===== config.mk =====
export PLATFORM = sky130hd
export DESIGN_NAME = fetch_unit
export DESIGN_NICKNAME = d
export VERILOG_FILES = /design/src/rtl/fetch_unit.sv
export SDC_FILE = /design/constraint.sdc
export NUM_CORES = 1
export LEC_CHECK = 0
export CAP_MARGIN = 20
export CORE_ASPECT_RATIO = 0.75
export CORE_MARGIN = 2
export CORE_UTILIZATION = 30
export CTS_BUF_LIST = sky130_fd_sc_hd__clkbuf_2
export DETAILED_ROUTE_END_ITERATION = 7
export GPL_ROUTABILITY_DRIVEN = 0
export GPL_TIMING_DRIVEN = 1
export SLEW_MARGIN = 20
export SYNTH_ARGS = -nofsm -noshare
export SYNTH_HDL_FRONTEND = slang
export SYNTH_SLANG_ARGS = --single-unit

===== constraint.sdc =====
create_clock -name clk -period 3.2 [get_ports clk]
set_clock_uncertainty 0.1 [all_clocks]
set_input_delay 0.48 -clock clk [delete_from_list [all_inputs] [get_ports clk]]
set_output_delay 0.48 -clock clk [all_outputs]
set_load 0.01 [all_outputs]

===== src/rtl/fetch_unit.sv =====
// Instruction fetch unit: requests words from instruction memory, queues them in a
// two-entry buffer for decode, and handles branch redirects. Define FETCH_STALLCNT_EN to add the stall_cnt output.
module fetch_unit #(
  parameter logic [31:0] RESET_PC  = 32'h0000_0000,
  parameter int          BUF_DEPTH = 2
) (
  input  logic        clk,
  input  logic        rst_n,
  output logic        imem_req,
  output logic [31:0] imem_addr,
  input  logic        imem_gnt,
  input  logic        imem_rvalid,
  input  logic [31:0] imem_rdata,
  input  logic        branch_taken,
  input  logic [31:0] branch_target,
  output logic        instr_valid,
  input  logic        instr_ready,
  output logic [31:0] instr,
  output logic [31:0] pc_plus4,
  output logic [4:0]  rs,
  output logic [4:0]  rt,
  output logic [4:0]  rd
`ifdef FETCH_STALLCNT_EN
  ,
  output logic [31:0] stall_cnt
`endif
);

  typedef enum logic [1:0] {
    BOOT  = 2'd0,
    FETCH = 2'd1,
    DRAIN = 2'd2
  } state_t;

  localparam logic [2:0]  DEPTH    = 3'(BUF_DEPTH);
  localparam logic [31:0] RESET_PC_ALIGNED = {RESET_PC[31:2], 2'b00};

  state_t      state_r, state_nxt_s;
  logic [31:0] pc_r, pc_nxt_s;
  logic [1:0]  out_r, out_nxt_s;
  logic [1:0]  disc_r, disc_nxt_s;
  logic [1:0]  cnt_r, cnt_nxt_s;
  logic [31:0] head_instr_r, head_instr_nxt_s;
  logic [31:0] head_pc4_r, head_pc4_nxt_s;
  logic [31:0] tail_instr_r, tail_instr_nxt_s;
  logic [31:0] tail_pc4_r, tail_pc4_nxt_s;
  logic        req_r, req_nxt_s;
  logic        valid_r;

  logic        grant_s, acc_s, pop_s, push_s;
  logic [31:0] resp_pc4_s;
  logic        unused_tgt_s;

  assign grant_s = req_r & imem_gnt;
  // A response is only meaningful while something is outstanding.
  assign acc_s   = imem_rvalid & (out_r != 2'd0);
  assign pop_s   = valid_r & instr_ready;
  assign push_s  = acc_s & (disc_r == 2'd0) & (state_r == FETCH) & ~branch_taken;
  // Oldest live response belongs to address pc - 4*outstanding.
  assign resp_pc4_s   = pc_r - {28'd0, out_r, 2'b00} + 32'd4;
  assign unused_tgt_s = ^branch_target[1:0];

  // Next-state computation for counters, pc, FSM and the buffer.
  always_comb begin
    out_nxt_s        = out_r + {1'b0, grant_s} - {1'b0, acc_s};
    pc_nxt_s         = pc_r;
    disc_nxt_s       = disc_r;
    state_nxt_s      = state_r;
    cnt_nxt_s        = cnt_r;
    head_instr_nxt_s = head_instr_r;
    head_pc4_nxt_s   = head_pc4_r;
    tail_instr_nxt_s = tail_instr_r;
    tail_pc4_nxt_s   = tail_pc4_r;

    if (branch_taken) begin
      pc_nxt_s   = {branch_target[31:2], 2'b00};
      disc_nxt_s = out_nxt_s;
    end else begin
      if (grant_s) begin
        pc_nxt_s = pc_r + 32'd4;
      end else begin
        pc_nxt_s = pc_r;
      end
      if (acc_s && (disc_r != 2'd0)) begin
        disc_nxt_s = disc_r - 2'd1;
      end else begin
        disc_nxt_s = disc_r;
      end
    end

    case (state_r)
      BOOT:  state_nxt_s = FETCH;
      FETCH: begin
        if (branch_taken && (out_nxt_s != 2'd0)) begin
          state_nxt_s = DRAIN;
        end else begin
          state_nxt_s = FETCH;
        end
      end
      DRAIN: begin
        if (branch_taken) begin
          state_nxt_s = DRAIN;
        end else if (disc_nxt_s == 2'd0) begin
          state_nxt_s = FETCH;
        end else begin
          state_nxt_s = DRAIN;
        end
      end
      default: state_nxt_s = BOOT;
    endcase

    // Head entry is kept zero while the buffer is empty so outputs read as 0.
    if (branch_taken) begin
      cnt_nxt_s        = 2'd0;
      head_instr_nxt_s = 32'd0;
      head_pc4_nxt_s   = 32'd0;
    end else begin
      case ({push_s, pop_s})
        2'b10: begin
          cnt_nxt_s = cnt_r + 2'd1;
          if (cnt_r == 2'd0) begin
            head_instr_nxt_s = imem_rdata;
            head_pc4_nxt_s   = resp_pc4_s;
          end else begin
            tail_instr_nxt_s = imem_rdata;
            tail_pc4_nxt_s   = resp_pc4_s;
          end
        end
        2'b01: begin
          cnt_nxt_s = cnt_r - 2'd1;
          if (cnt_r == 2'd2) begin
            head_instr_nxt_s = tail_instr_r;
            head_pc4_nxt_s   = tail_pc4_r;
          end else begin
            head_instr_nxt_s = 32'd0;
            head_pc4_nxt_s   = 32'd0;
          end
        end
        2'b11: begin
          if (cnt_r == 2'd2) begin
            head_instr_nxt_s = tail_instr_r;
            head_pc4_nxt_s   = tail_pc4_r;
            tail_instr_nxt_s = imem_rdata;
            tail_pc4_nxt_s   = resp_pc4_s;
          end else begin
            head_instr_nxt_s = imem_rdata;
            head_pc4_nxt_s   = resp_pc4_s;
          end
        end
        default: cnt_nxt_s = cnt_r;
      endcase
    end

    req_nxt_s = (state_nxt_s == FETCH) &&
                (({1'b0, cnt_nxt_s} + {1'b0, out_nxt_s}) < DEPTH);
  end

  // State, buffer and registered outputs.
  always_ff @(posedge clk or negedge rst_n) begin
    if (!rst_n) begin
      state_r      <= BOOT;
      pc_r         <= RESET_PC_ALIGNED;
      out_r        <= 2'd0;
      disc_r       <= 2'd0;
      cnt_r        <= 2'd0;
      head_instr_r <= 32'd0;
      head_pc4_r   <= 32'd0;
      tail_instr_r <= 32'd0;
      tail_pc4_r   <= 32'd0;
      req_r        <= 1'b0;
      valid_r      <= 1'b0;
    end else begin
      state_r      <= state_nxt_s;
      pc_r         <= pc_nxt_s;
      out_r        <= out_nxt_s;
      disc_r       <= disc_nxt_s;
      cnt_r        <= cnt_nxt_s;
      head_instr_r <= head_instr_nxt_s;
      head_pc4_r   <= head_pc4_nxt_s;
      tail_instr_r <= tail_instr_nxt_s;
      tail_pc4_r   <= tail_pc4_nxt_s;
      req_r        <= req_nxt_s;
      valid_r      <= (cnt_nxt_s != 2'd0);
    end
  end

  assign imem_req    = req_r;
  assign imem_addr   = pc_r;
  assign instr_valid = valid_r;
  assign instr       = head_instr_r;
  assign pc_plus4    = head_pc4_r;
  assign rs          = head_instr_r[25:21];
  assign rt          = head_instr_r[20:16];
  assign rd          = head_instr_r[15:11];

`ifdef FETCH_STALLCNT_EN
  logic [31:0] stall_r;

  // Saturating count of FETCH cycles with nothing offered to decode.
  always_ff @(posedge clk or negedge rst_n) begin
    if (!rst_n) begin
      stall_r <= 32'd0;
    end else if ((state_r == FETCH) && !valid_r && (stall_r != 32'hFFFF_FFFF)) begin
      stall_r <= stall_r + 32'd1;
    end else begin
      stall_r <= stall_r;
    end
  end

  assign stall_cnt = stall_r;
`endif

endmodule


# ---- Word level (Yosys, flattened, before mapping)
# Cells that the tools add are included.
# Widths: inputs -> output; s select.
dict set report word_totals {
  ram_bits 0
  latch_bits 0
  out_inout_bits 113
  register_bits 170
  mem_count 0
  elab_cells 80
  input_bits 70
  romBits 0
}
dict set report classes {
  mul 0
  n_eq_ne 10
  n_shift 0
  div 0
  bitwise 7
  n_mux 26
  addsub 9
  n_reduce_logical 16
  magnitude_cmp 1
}
# operator n
set op_table {}
lappend op_table {{$mux 32} 14}
lappend op_table {{$pmux 32 s3} 2}
lappend op_table {{$pmux 32 s2} 2}
lappend op_table {{$add 32x3->32 const B} 2}
lappend op_table {{$sub 32x4->32} 1}
lappend op_table {{$mux 2} 6}
lappend op_table {{$reduce_bool 2->1} 6}
lappend op_table {{$eq 2x2->1 const B} 4}
lappend op_table {{$logic_not 2->1} 4}
lappend op_table {{$and 1x1->1} 6}
lappend op_table {{$eq 2x1->1 const B} 3}
lappend op_table {{$pmux 2 s3} 1}
lappend op_table {{$ne 2x2->1 const B} 2}
lappend op_table {{$pmux 2 s2} 1}
lappend op_table {{$reduce_and 4->1} 1}
lappend op_table {{$reduce_bool 4->1} 1}
lappend op_table {{$sub 2x1->2 const B} 2}
lappend op_table {{$add 2x2->3} 1}
lappend op_table {{$logic_and 1x1->1} 3}
lappend op_table {{$lt 3x2->1 const B} 1}
lappend op_table {{$ne 3x3->1 const B} 1}
lappend op_table {{$add 2x1->2} 1}
lappend op_table {{$add 2x1->2 const B} 1}
lappend op_table {{$reduce_and 2->1} 1}
lappend op_table {{2 further kinds} 2}

# ---- Longest topological paths before layout
dict set report depth {
  depth_word 11
  depth_mapped 12
  mapped_depth_nobuf 12
}

# ---- Worst setup path before layout
# Ideal clock, no wire load.
dict set report synth_timing {
  path_kind {input -> register}
  startpoint {input port branch_taken}
  endpoint {register head_pc4_r[26], in the netlist pc_plus4[26]}
  setup_slack_ps 253
  arrival_ps 2721
  setup_ps 126
  path_stages 10
  required_time_ps 2974
  path_buffers 3
  cell_sequence {clkbuf_1 nor4b_1 inv_1 ha_1 o31a_1 nand2b_1 clkbuf_1 clkbuf_1 nor2_1 a221o_1}
}
dict set report synth_via {
  elab_chain_cells 5
  elab_cells_between_ends 10
  cone_classes {4 x eq/ne; 2 x mux; 2 x bitwise; 2 x reduce/logical}
}
# item line_no
set synth_lines {}
lappend synth_lines {{start, declared} 14} ;# input logic branch_taken,
lappend synth_lines {{$not 1->1 (no source line)} -}
lappend synth_lines {{$and 1x1->1} 58} ;# assign push_s = acc_s & (disc_r == 2'd0) & (state_r == FETCH) & ~branch_taken;
lappend synth_lines {{$eq 2x2->1 / $eq 2x1->1 (equally long branches)} 118} ;# case ({push_s, pop_s})
lappend synth_lines {{$pmux 32 s3 (tied with other cells)} 118}
lappend synth_lines {{$mux 32 / $reduce_and 2->1 (equally long branches)} -}
lappend synth_lines {{end signal, assigned} 179} ;# head_pc4_r <= head_pc4_nxt_s;
lappend synth_lines {{end, declared} 44} ;# logic [31:0] head_pc4_r, head_pc4_nxt_s;
# Parallel ways exist; a longest one is shown, timed or not.
# A chain may end at the register's enable or synchronous reset.

# ---- Worst setup path in the final report
dict set report layout_timing {
  startpoint {register out_r[1]}
  endpoint {register head_pc4_r[26], in the netlist pc_plus4[26]}
}
dict set report layout_via {
  elab_chain_cells 8
  elab_cells_between_ends 17
  cone_classes {2 x add/sub; 4 x eq/ne; 4 x mux; 4 x bitwise; 3 x reduce/logical}
}
# item line_no
set layout_lines {}
lappend layout_lines {{start, declared} 40} ;# logic [1:0] out_r, out_nxt_s;
lappend layout_lines {{start signal, assigned} 175} ;# out_r <= out_nxt_s;
lappend layout_lines {{branches (longest 8 deep; another with $sub 32x4->32)} -}
# Several ways; the timed one is not identified. The select of a mux whose other input is x is not followed.

==> metrics.md <==
| Metric | Value |
|---|---|
| Status | `finished clean` |
| Top post-synthesis cells by area | `dfrtp_1, nand2_1, ha_1` |
| CP Capture Type | `flip-flop` |
| Critical path type | `flip-flop to flip-flop` |
| Largest net degree at the start of global routing | `76` |
| Cell area after layout | `between 10,000 and 15,000 um2` |
| Top cell type by total area after synthesis | `dfrtp_1` |
| Avg WL per Cell | `16.2 um` |
| Rel. slew slack | `~51%` |
| Avg Cell Area, Syn | `about 8.9 um2` |
| Worst EP required | `about 3.7 ns` |
| Hold slack | `approximately 0.10 ns` |
| Unrepaired setup endpoints after global routing | `true` |
| First-pass DRT Iterations | `5` |
| Yosys reg bits | `between 150 and 200` |
| Setup-failing EPs final | `0` |
| Synth-to-Final Area Change | `28.4%` |
| All-Layer GR Usage | `around 17%` |
| First-iteration detailed-routing DRC count | `532` |
| First-pass GRT wire length | `44,000 um` |
| Clock sink total | `around 170` |
| I/O Buffers | `between 150 and 200` |
| Max-Cap Viols | `0` |
| Remaining antenna violation count | `0` |
| Clk buf depth | `2` |
| Hold Path Class | `primary input to async pin` |
| Critical path peak fanout | `4` |
| CORE AREA | `~31,000 um2` |
| Initial antenna violation count | `0` |
| Die Height | `approximately 160 um` |
| Clock Pin Slew Worst Setup and Hold Paths | `approximately 0.24 ns` |
| Mapped Cells | `1,077` |
| # IOs | `approximately 180` |
| Remaining Overflow, GRT | `0` |
| CP Launch Type | `flip-flop` |
| Post-synth EDFFs | `0` |
| Layout cells sized above 1 | `slightly below 10%` |
| Commonest non-fill, non-tap cells in the layout | `nand2_1, clkdlybuf4s50_1, dfrtp_1, o21ai_0, ha_1` |
| Placement Setup Slack | `-0.163 ns` |
| Cell Pwr Density | `between 500 and 600 nW/um2` |
| Placed instance area | `12,000 um2` |
| FFs w/ async S/R, synth | `100%` |
| Row count | `56` |
| Antenna cell count | `0` |
| Arrival time at the worst endpoint | `between 3 and 4 ns` |
| Min Clock Period, post-route | `approximately 3 ns` |
| Final wirelength | `between 20,000 and 30,000 um` |
| Sequential area share after synthesis | `43.2%` |
| Max-slew violations | `0` |
| Synth cell types | `~70` |
| Post-layout utilization of the core | `39.1%` |
| Vias | `around 8,000` |
| DRC violations left | `0` |
| Power, Total | `6.73 mW` |
| Die W | `210 um` |
| Yosys warning total | `0` |
| Starting Density | `30.5%` |
| CTS Root Cell | `clkbuf_2` |
| Peak VDD IR | `~0.24 mV` |
| Post-synthesis cell area | `9550 um2` |
| CTS tree | `built` |
| TNS Setup | `0 ns` |
| Leakage | `5.67 nW` |
| Setup slack after layout | `about 0.14 ns` |
| Final #Nets | `approximately 1,400` |
| Filler cell count | `roughly 3,200` |
| Slew @ Worst Pin | `around 0.73 ns` |
| Vias in the first global route | `about 8,000` |
| Most common cell after layout, fill and taps aside | `nand2_1` |
| Cts bufs inserted | `17` |
| Clock Latency Late Sink | `0.75 ns` |
| Total Die Area | `~33,000 um2` |
| Fin crit share | `approximately 96%` |
| Synth Flop Type | `dfrtp_1` |
| Placed cells | `~1,600` |
| Share of the synthesized area in the top cell type | `between 40% and 50%` |
| Avg Vias per Cell | `a little under 5` |
| Highest clock rate | `about 0.33 GHz` |
| H-tree Lvls | `4` |
| Final hold vios | `0` |
| DP HPWL | `roughly 20,000 um` |
| Fin cells | `1,664` |
-- timing repair --
action,4_1_cts,5_1_grt
endpoints found under the hold margin,165,0
setup buffers,0,1
gates resized for setup,0,8
setup endpoints to repair,0,13
hold buffers,1,0
-- critical path, cell delays in order, from the launching register on --
cell and delay [ns]:
dfrtp_1 0.43, inv_1 0.06, ha_1 0.29, ha_1 0.28
nor2b_1 0.14, o211ai_1 0.24, a311o_1 0.28, a41o_1 0.26
o21a_1 0.26, o221ai_2 0.12, xor2_1 0.17, a221o_1 0.34
-- kinds of logic after synthesis --
group	synth area share, %
AOI/OAI and AO/OA	18.2
xor gates and xnor gates	5.69
adders and majority gates	8.68
buffers and inverters	6.43
DFF	43.2
muxes	1.39
other	0.0393
and+or+nand+nor	16.3
-- metal layers --
metal,wire length [um],GRT usage [%],vias to the layer above
li1,-,-,4007
met1,13600,24.0,3921
met2,11900,26.3,162
met3,1230,3.53,15
met4,248,3.34,0
met5,0,0,-
-- cell usage after synthesis, drive strengths merged (2+ instances only) --
cell type and number:
o21bai 3, and3 9, o211ai 4, a221oi 4, nor3 7, o21ai 99, nand2b 5, o31ai 10
a21oi 46, and4 6, nand2 260, a31oi 5, nor2b 5, and2 5, a311o 2, mux2i 2
fa 2, a32oi 2, a22o 2, mux2 10, a222oi 6, o21a 7, nor2 39, a2111oi 2
or3 2, nand4 15, ha 63, dfrtp 165, inv 55, a21o 10, xnor2 50, a221o 6
xor2 12, a22oi 44, a211oi 2, clkbuf 46, nand3 11, buf 37
-- path summary, 6_finish.rpt --
kind	from	to	slack, ns	cells after the start
worst min-delay path	rst_n	imem_addr[5]$_DFFE_PN0N_	0.10	2
max in group asynchronous	rst_n	pc_plus4[31]$_DFFE_PN0P_	2.13	3
worst max-delay path	out_r[1]$_DFF_PN0_	pc_plus4[26]$_DFFE_PN0P_	0.14	11
worst min register to register	tail_instr_r[23]$_DFFE_PN0P_	tail_instr_r[23]$_DFFE_PN0P_	0.40	2
worst max register to register	out_r[1]$_DFF_PN0_	pc_plus4[26]$_DFFE_PN0P_	0.14	11
min in group clk	imem_rdata[15]	tail_instr_r[15]$_DFFE_PN0P_	0.14	3
-- power by group --
part / internal, mW / total [mW] / switching (mW)
combinational: 1.32 / 2.78 / 1.46
sequential: 2.47 / 2.75 / 0.285
clock: 0.429 / 1.20 / 0.770
-- final cells by class --
class	count	area [um2]	share of cell area [%]
flip-flops and latches	165	4130	33.7
well taps	406	508	4.14
clock inverters	10	134	1.09
inverters	55	206	1.68
repair buffers	233	2310	18.8
clock buffers	20	100	0.817
multi-input cells	775	4870	39.7
-- state kept, by name, indices dropped and copies added, names as in the netlist --
register / cells
tail_instr_r: 32
instr: 32
cnt_r: 2
state_r: 2
imem_req: 1
imem_addr: 30
instr_valid: 1
disc_r: 2
out_r: 2
tail_pc4_r: 30
pc_plus4: 31
Note: power is estimated with default switching activity, not from simulation.
